<file path="config.mk">
export PLATFORM = sky130hd
export DESIGN_NAME = rdi_stall_responder
export DESIGN_NICKNAME = d
export VERILOG_FILES = /design/src/rtl/rdi_pkg.sv /design/src/rtl/rdi_flit_beat_counter.sv /design/src/rtl/rdi_stall_responder.sv
export SDC_FILE = /design/constraint.sdc
export NUM_CORES = 1
export LEC_CHECK = 0
export CAP_MARGIN = 0
export CORE_AREA = 5 5 42 44
export CTS_CLUSTER_SIZE = 28
export DETAILED_ROUTE_END_ITERATION = 10
export DIE_AREA = 0 0 47 49
export REMOVE_ABC_BUFFERS = 1
export SYNTH_ARGS = -nofsm -noshare
export SYNTH_HDL_FRONTEND = slang
export SYNTH_SLANG_ARGS = --single-unit
</file>
<file path="constraint.sdc">
create_clock -name lclk -period 4.3 [get_ports lclk]
set_clock_uncertainty 0.2 [all_clocks]
set_input_delay 0.43 -clock lclk [delete_from_list [all_inputs] [get_ports lclk]]
set_output_delay 0.43 -clock lclk [all_outputs]
set_load 0.01 [all_outputs]
</file>
<file path="src/rtl/rdi_pkg.sv">
// rdi_pkg: state encoding and defaults shared by the RDI stall logic.
package rdi_pkg;
   localparam logic [1:0] ST_RUN   = 2'd0;
   localparam logic [1:0] ST_DRAIN = 2'd1;
   localparam logic [1:0] ST_ACK   = 2'd2;
   localparam int FLIT_BEATS_DEF = 4;
endpackage

</file>
<file path="src/rtl/rdi_flit_beat_counter.sv">
// rdi_flit_beat_counter: counts completed beats within a flit and flags flit boundaries.
module rdi_flit_beat_counter #(
   parameter int FLIT_BEATS = 4,
   parameter int CNT_W      = $clog2(FLIT_BEATS)
) (
   input  logic             lclk,
   input  logic             sys_rst,
   input  logic             xfer_i,
   output logic [CNT_W-1:0] beat_cnt_o,
   output logic             at_boundary_o,
   output logic             last_beat_o
);
   logic [CNT_W-1:0] cnt_q, cnt_d;
   always_comb begin
      last_beat_o   = cnt_q == CNT_W'(FLIT_BEATS - 1);
      at_boundary_o = cnt_q == '0;
      beat_cnt_o    = cnt_q;
      cnt_d         = xfer_i ? (last_beat_o ? '0 : cnt_q + 1'b1) : cnt_q;
   end
   always_ff @(posedge lclk) begin
      if (sys_rst) cnt_q <= '0;
      else         cnt_q <= cnt_d;
   end
endmodule

</file>
<file path="src/rtl/rdi_stall_responder.sv">
// rdi_stall_responder: drains the in-flight flit on a PHY stall request, then
// acknowledges and holds transmit gated until the request is withdrawn.
module rdi_stall_responder import rdi_pkg::*; #(
   parameter int FLIT_BEATS = FLIT_BEATS_DEF,
   parameter int CNT_W      = $clog2(FLIT_BEATS)
) (
   input  logic lclk,
   input  logic sys_rst,
   input  logic i_pl_stallreq,
   input  logic i_pl_trdy,
   input  logic i_tx_valid,
   output logic o_tx_ready,
   output logic o_lp_valid,
   output logic o_lp_irdy,
   output logic o_lp_stallack,
   output logic o_stall_active,
   output logic o_stall_abort
);
   logic [1:0]       state_q, state_d;
   logic             stallack_d, abort_d;
   logic             gate, xfer, at_boundary, last_beat;
   logic [CNT_W-1:0] beat_cnt;
   rdi_flit_beat_counter #(.FLIT_BEATS(FLIT_BEATS), .CNT_W(CNT_W)) u_cnt (
      .lclk          (lclk),
      .sys_rst       (sys_rst),
      .xfer_i        (xfer),
      .beat_cnt_o    (beat_cnt),
      .at_boundary_o (at_boundary),
      .last_beat_o   (last_beat)
   );
   always_ff @(posedge lclk) begin
      if (sys_rst) begin
         state_q       <= ST_RUN;
         o_lp_stallack <= 1'b0;
         o_stall_abort <= 1'b0;
      end else begin
         state_q       <= state_d;
         o_lp_stallack <= stallack_d;
         o_stall_abort <= abort_d;
      end
   end
   always_comb begin
      state_d = state_q;
      if (state_q == ST_RUN)
         state_d = i_pl_stallreq ? (at_boundary ? ST_ACK : ST_DRAIN) : ST_RUN;
      else if (state_q == ST_DRAIN)
         state_d = (xfer && last_beat) ? (i_pl_stallreq ? ST_ACK : ST_RUN) : ST_DRAIN;
      else
         state_d = i_pl_stallreq ? ST_ACK : ST_RUN;
   end
   // Gating at a boundary is combinational so no flit starts in the request cycle.
   always_comb begin
      gate           = (state_q == ST_ACK) || (state_q == ST_RUN && i_pl_stallreq && at_boundary);
      o_lp_valid     = i_tx_valid && !gate;
      o_lp_irdy      = o_lp_valid;
      xfer           = o_lp_valid && i_pl_trdy;
      o_tx_ready     = xfer;
      o_stall_active = (state_q == ST_DRAIN) || (state_q == ST_ACK);
      stallack_d     = state_d == ST_ACK;
      abort_d        = (state_q == ST_DRAIN) && xfer && last_beat && !i_pl_stallreq;
   end
   always_ff @(posedge lclk) begin
      if (!sys_rst && state_q == ST_ACK) assert (beat_cnt == '0);
      if (!sys_rst) assert (!(o_lp_stallack && o_lp_valid));
   end
endmodule

</file>
==> Yosys cells after proc, flatten, opt, wreduce, memory -nomap -nowiden <==
Index checks and enable logic that the tools add are counted.
{ "op_classes": {"n_reduce_logical": 14, "n_addsub": 1, "eq_ne": 4, "mux": 7} }
{ "ops": {"columns": ["operator", "n"], "rows": [
  ["$mux 2", 7],
  ["$logic_and 1x1->1", 8],
  ["$eq 2x2->1 const B", 3],
  ["$logic_not 2->1", 2],
  ["$add 2x1->2 const B", 1],
  ["$eq 2x1->1 const B", 1],
  ["$logic_not 1->1", 2],
  ["$logic_or 1x1->1", 2]
]} }
{ "totals": {"out_inout_bits": 6, "ff_bits": 6, "input_bits": 5} }

==> Depth between registers and ports, before layout <==
{ "logic_depth": {"word_depth": 12, "mapped_depth": 5, "depth_no_buf": 5} }

==> Hierarchy <==
Synthesis repeated with hierarchy kept, for this count alone.
{ "hier_totals": {"hier_cells": 34, "hier_area_um2": 335.3} }
{ "by_module_without_submodules": {"columns": ["module", "instances", "area_per_inst_um2", "cells_per_inst", "seq_area_each_um2"], "rows": [
  ["rdi_stall_responder", 1, 231.5, 24, 80.1],
  ["rdi_flit_beat_counter", 1, 103.8, 10, 40.0]
]} }

==> Worst setup path after synthesis <==
OpenSTA, ideal clock, no wires.
{ "synth_path": {"path_type": "register -> output", "startpoint": "reg u_cnt.cnt_q[0], in the netlist u_cnt.beat_cnt_o[0]", "endpoint": "out o_lp_valid", "arrival_time_ns": 1.005, "stages_incl_launch_ff": 6, "path_buffers": 1, "setup_slack_ns": 2.665, "path_cell_list": "dfxtp_1 > inv_1 > ha_1 > nand3_1 > and3b_2 > buf_4"} }
{ "synth_via": {"elab_chain_len": 5} }
{ "synth_rtl": {"columns": ["element", "line_no", "rtl"], "rows": [
  ["from (decl)", "rdi_flit_beat_counter.sv:13", "logic [CNT_W-1:0] cnt_q, cnt_d;"],
  ["from (signal assigned)", "rdi_flit_beat_counter.sv:22", "else cnt_q <= cnt_d;"],
  ["$logic_not 2->1", "rdi_flit_beat_counter.sv:16", "at_boundary_o = cnt_q == '0;"],
  ["$logic_and 1x1->1", "rdi_stall_responder.sv:53", "gate = (state_q == ST_ACK) || (state_q == ST_RUN && i_pl_stallreq && at_boundary);"],
  ["$logic_or 1x1->1", "rdi_stall_responder.sv:53", null],
  ["$logic_not 1->1", "rdi_stall_responder.sv:54", "o_lp_valid = i_tx_valid && !gate;"],
  ["$logic_and 1x1->1", "rdi_stall_responder.sv:54", null],
  ["to (decl)", "rdi_stall_responder.sv:13", "output logic o_lp_valid,"]
]} }
Every way passes these cells.

==> Final worst setup path <==
{ "layout_path": {"startpoint": "in i_tx_valid", "endpoint": "out o_tx_ready"} }
{ "layout_via": {"elab_chain_len": 2} }
{ "layout_rtl": {"columns": ["element", "line_no", "rtl"], "rows": [
  ["from (decl)", "rdi_stall_responder.sv:11", "input logic i_tx_valid,"],
  ["$logic_and 1x1->1", "rdi_stall_responder.sv:54", null],
  ["$logic_and 1x1->1", "rdi_stall_responder.sv:56", "xfer = o_lp_valid && i_pl_trdy;"],
  ["to (decl)", "rdi_stall_responder.sv:12", "output logic o_tx_ready,"]
]} }
Every way passes these cells.

==> PnR_summary.wiki <==
{| class="wikitable"
! Metric !! Value
|-
| Tmin final || 2.42 ns
|-
| Total of max-cap violations || 0
|-
| Crit-path most repeated cell || sky130_fd_sc_hd__clkdlybuf4s50_1
|-
| Dominant delay contributor by cell family on the critical path || buffers and inverters
|-
| Data arrival, critical path || 1.79 ns
|-
| Wire length of the first global-routing pass || 1140 um
|-
| DRC || 0
|-
| Most area-consuming cells after synthesis || sky130_fd_sc_hd__dfxtp_1 33%, sky130_fd_sc_hd__ha_1 17%, sky130_fd_sc_hd__nand3b_4 5.5%
|-
| Number of hold-slack violations in the final timing report || 0
|-
| Core outline area || 1400 um2
|-
| Max-slew violation count || 0
|-
| Iteration-0 DRC count of the detailed router || 0
|-
| CTS H-tree depth || 1
|-
| Die boundary width || 47 um
|-
| Net count of the finished layout || 61
|-
| Antenna diode count || 0
|-
| Remaining number of nets flagged by the antenna check after routing || 0
|-
| Cell area reported after detailed placement || 478 um2
|-
| Type of the worst setup path || in -> out
|-
| Headroom to the max-slew limit || 82.4%
|-
| Setup tns final || 0 ns
|-
| Period utilisation layout || 56.4%
|-
| Path category of the worst min-delay check || reg -> reg
|-
| Pin count of the biggest net entering global routing || 8
|-
| Number of fill cells || 152
|-
| Static leakage || 0.206 nW
|-
| Effective utilization at floorplan || 26.1%
|-
| Crit Path Max Fanout || 3
|-
| Post-synth top area cell || sky130_fd_sc_hd__dfxtp_1
|-
| Share of layout cells above drive strength 1 || 16.3%
|-
| CTS tree || yes
|-
| Setup Viol. Count Final || 0
|-
| WP data required || 3.67 ns
|-
| Slack of the critical path || 1.88 ns
|-
| GRT Resource Usage Total || 7.18%
|-
| Std cell rows || 14
|-
| Register area share after synthesis || 32.9%
|-
| Fraction of post-synthesis cell area in the top cell type by area || 32.9%
|-
| Transition time of the tightest slew-check pin || 0.261 ns
|-
| Power per cell area || 294 nW/um2
|-
| Quantity of I/O buffers inserted on ports || 10
|-
| Fin util || 35.7%
|-
| Most Crowded Layer GR || met1
|-
| TritonCTS Buffers || 3
|-
| Detailed Route WL || 675 um
|-
| Count of TritonRoute iterations in the first routing pass || 1
|-
| Via total after detailed routing || 267
|-
| DP Wirelength || 546 um
|-
| Vias in the first global route || 266
|-
| Kind of capture point of the worst setup path || output pin
|-
| Worst-skew pair later-pin latency || 0.25 ns
|-
| Register Area || 120 um2
|-
| CTS clock-pin slew for the worst setup and hold paths || 0.04 ns
|-
| Via density per instance || 4.11
|-
| Flops & latches, synth || 6
|-
| Peak supply drop || 0.000124 V
|-
| Footprint of the multi-input gates || 219 um2
|-
| Number of sinks handled by clock tree synthesis || 6
|-
| List of cells traversed by the critical path || clkdlybuf4s50_1 -> nand3b_4 -> nor2b_4 -> clkdlybuf4s50_1
|-
| Total global routing overflow || 0
|-
| Global-route track usage on met2 || 8.14%
|-
| Avg WL per Cell || 10.4 um
|-
| Syn-to-layout area delta || 37.0%
|-
| Post-Synthesis Cell Area || 365 um2
|-
| Syn. warnings || 0
|-
| DP Worst Slack || 1.87 ns
|-
| Number of buffers inserted to repair setup after CTS || 0
|-
| Ports || 11
|-
| DIE HEIGHT || 49 um
|-
| Avg Synthesized Cell Area || 9.87 um2
|-
| Cell count after synthesis || 37
|-
| Antenna violations before repair || 0
|-
| Buffers plus inverters on the worst setup path || 2
|-
| RSZ-0062 raised after global routing || false
|-
| Number of cells upsized or downsized after cts || 0
|-
| Largest stage delay on the critical path || 0.55 ns
|-
| Distinct cells, synth || 20
|-
| CTS Hold Buffers Added || 0
|-
| Maximum clock insertion buffer count || 2
|-
| Worst path slowest cell || sky130_fd_sc_hd__clkdlybuf4s50_1
|-
| Gp weighted congestion || 0.690
|-
| Highest attainable clock frequency || 0.412 GHz
|-
| Floorplan die area || 2300 um2
|-
| Final Cell Area || 500 um2
|-
| Root cell of the clock tree || sky130_fd_sc_hd__clkbuf_4
|-
| Startpoint class of the critical path || primary input
|-
| Global routing usage on met3 || 4.80%
|-
| Met1 GRT Util || 9.65%
|-
| Status || complete, no violations
|}
cells in the mapped netlist:
| cell | count |
|---|---|
| sky130_fd_sc_hd__a21oi_1 | 1 |
| sky130_fd_sc_hd__and2_1 | 2 |
| sky130_fd_sc_hd__and3b_2 | 1 |
| sky130_fd_sc_hd__buf_4 | 1 |
| sky130_fd_sc_hd__dfxtp_1 | 6 |
| sky130_fd_sc_hd__ha_1 | 5 |
| sky130_fd_sc_hd__inv_1 | 5 |
| sky130_fd_sc_hd__mux2_4 | 1 |
| sky130_fd_sc_hd__mux2i_1 | 1 |
| sky130_fd_sc_hd__nand2_1 | 2 |
| sky130_fd_sc_hd__nand2b_1 | 2 |
| sky130_fd_sc_hd__nand3_1 | 1 |
| sky130_fd_sc_hd__nand3b_4 | 1 |
| sky130_fd_sc_hd__nor2_1 | 1 |
| sky130_fd_sc_hd__nor2b_1 | 2 |
| sky130_fd_sc_hd__nor2b_4 | 1 |
| sky130_fd_sc_hd__nor3_1 | 1 |
| sky130_fd_sc_hd__nor3b_2 | 1 |
| sky130_fd_sc_hd__nor4_1 | 1 |
| sky130_fd_sc_hd__o21ai_0 | 1 |
state kept, by name, indices dropped and copies added, names as in the netlist:
| register | cells |
|---|---|
| o_lp_stallack | 1 |
| o_stall_abort | 1 |
| state_q | 2 |
| u_cnt.beat_cnt_o | 2 |
power breakdown:
part,switching [mW],internal [mW]
sequential,0.00160,0.0586
combinational,0.0137,0.0200
clock,0.0215,0.0317
worst paths after layout:
path / startpoint / endpoint / slack (ns) / depth (start not counted)
worst min-delay path: u_cnt.beat_cnt_o[1] / u_cnt.beat_cnt_o[1] / 0.29 / 2
worst max-delay path: i_tx_valid / o_tx_ready / 1.88 / 4
worst min register to register: u_cnt.beat_cnt_o[1] / u_cnt.beat_cnt_o[1] / 0.29 / 2
worst max register to register: u_cnt.beat_cnt_o[0] / u_cnt.beat_cnt_o[0] / 2.74 / 5
final cells by class:
cell class	count	area share, %
multi-input cells	25	43.8
flip-flops and latches	6	24.0
repair buffers	10	20.0
clock buffers	3	4.50
well taps	16	4.00
inverters	5	3.75
cell families (layout without fill, tap and decap cells):
group | count (synthesis) | in the layout | share of synthesized area, %
AND/OR/NAND/NOR | 16 | 16 | 33.2
adder cells (fa/ha/maj) | 5 | 5 | 17.1
buffers and inverters | 6 | 18 | 7.19
flip-flops | 6 | 6 | 32.9
AO/OA/AOI/OAI | 2 | 2 | 2.74
multiplexers | 2 | 2 | 6.85
cell usage in the layout (no fill, tap or decap):
master                            count
sky130_fd_sc_hd__dfxtp_1              6
sky130_fd_sc_hd__nor3b_2              1
sky130_fd_sc_hd__clkdlybuf4s50_1     10
sky130_fd_sc_hd__mux2i_1              1
sky130_fd_sc_hd__nor4_1               1
sky130_fd_sc_hd__o21ai_0              1
sky130_fd_sc_hd__nor3_1               1
sky130_fd_sc_hd__nor2_1               1
sky130_fd_sc_hd__and2_1               2
sky130_fd_sc_hd__nor2b_1              2
sky130_fd_sc_hd__nand2_1              2
sky130_fd_sc_hd__nand3b_4             1
sky130_fd_sc_hd__a21oi_1              1
sky130_fd_sc_hd__and3b_2              1
sky130_fd_sc_hd__mux2_4               1
sky130_fd_sc_hd__nand3_1              1
sky130_fd_sc_hd__inv_1                5
sky130_fd_sc_hd__nor2b_4              1
sky130_fd_sc_hd__ha_1                 5
sky130_fd_sc_hd__clkbuf_4             3
sky130_fd_sc_hd__nand2b_1             2
worst min-delay path, delay by kind of cell (launching register included):
kind | cells | cell delay, ns
DFF | 1 | 0.32
and+or+nand+nor | 1 | 0.07
muxes | 1 | 0.06
through the flow:
step	total power, mW	hold WS [ns]	cells
6_report	0.147	0.293	65
5_1_grt	0.158	0.354	65
4_1_cts	0.151	0.303	65
3_5_place_dp	0.0950	0.297	62
3_3_place_gp	0.0946	0.285	62
2_1_floorplan	0.0790	0.265	36
per-layer routing:
| metal | up-vias | routed length, um |
|---|---|---|
| met5 | - | 0 |
| met4 | 0 | 14 |
| met3 | 2 | 51 |
| met2 | 10 | 272 |
| met1 | 112 | 336 |
| li1 | 143 | - |
(Power assumes the default switching activity.)
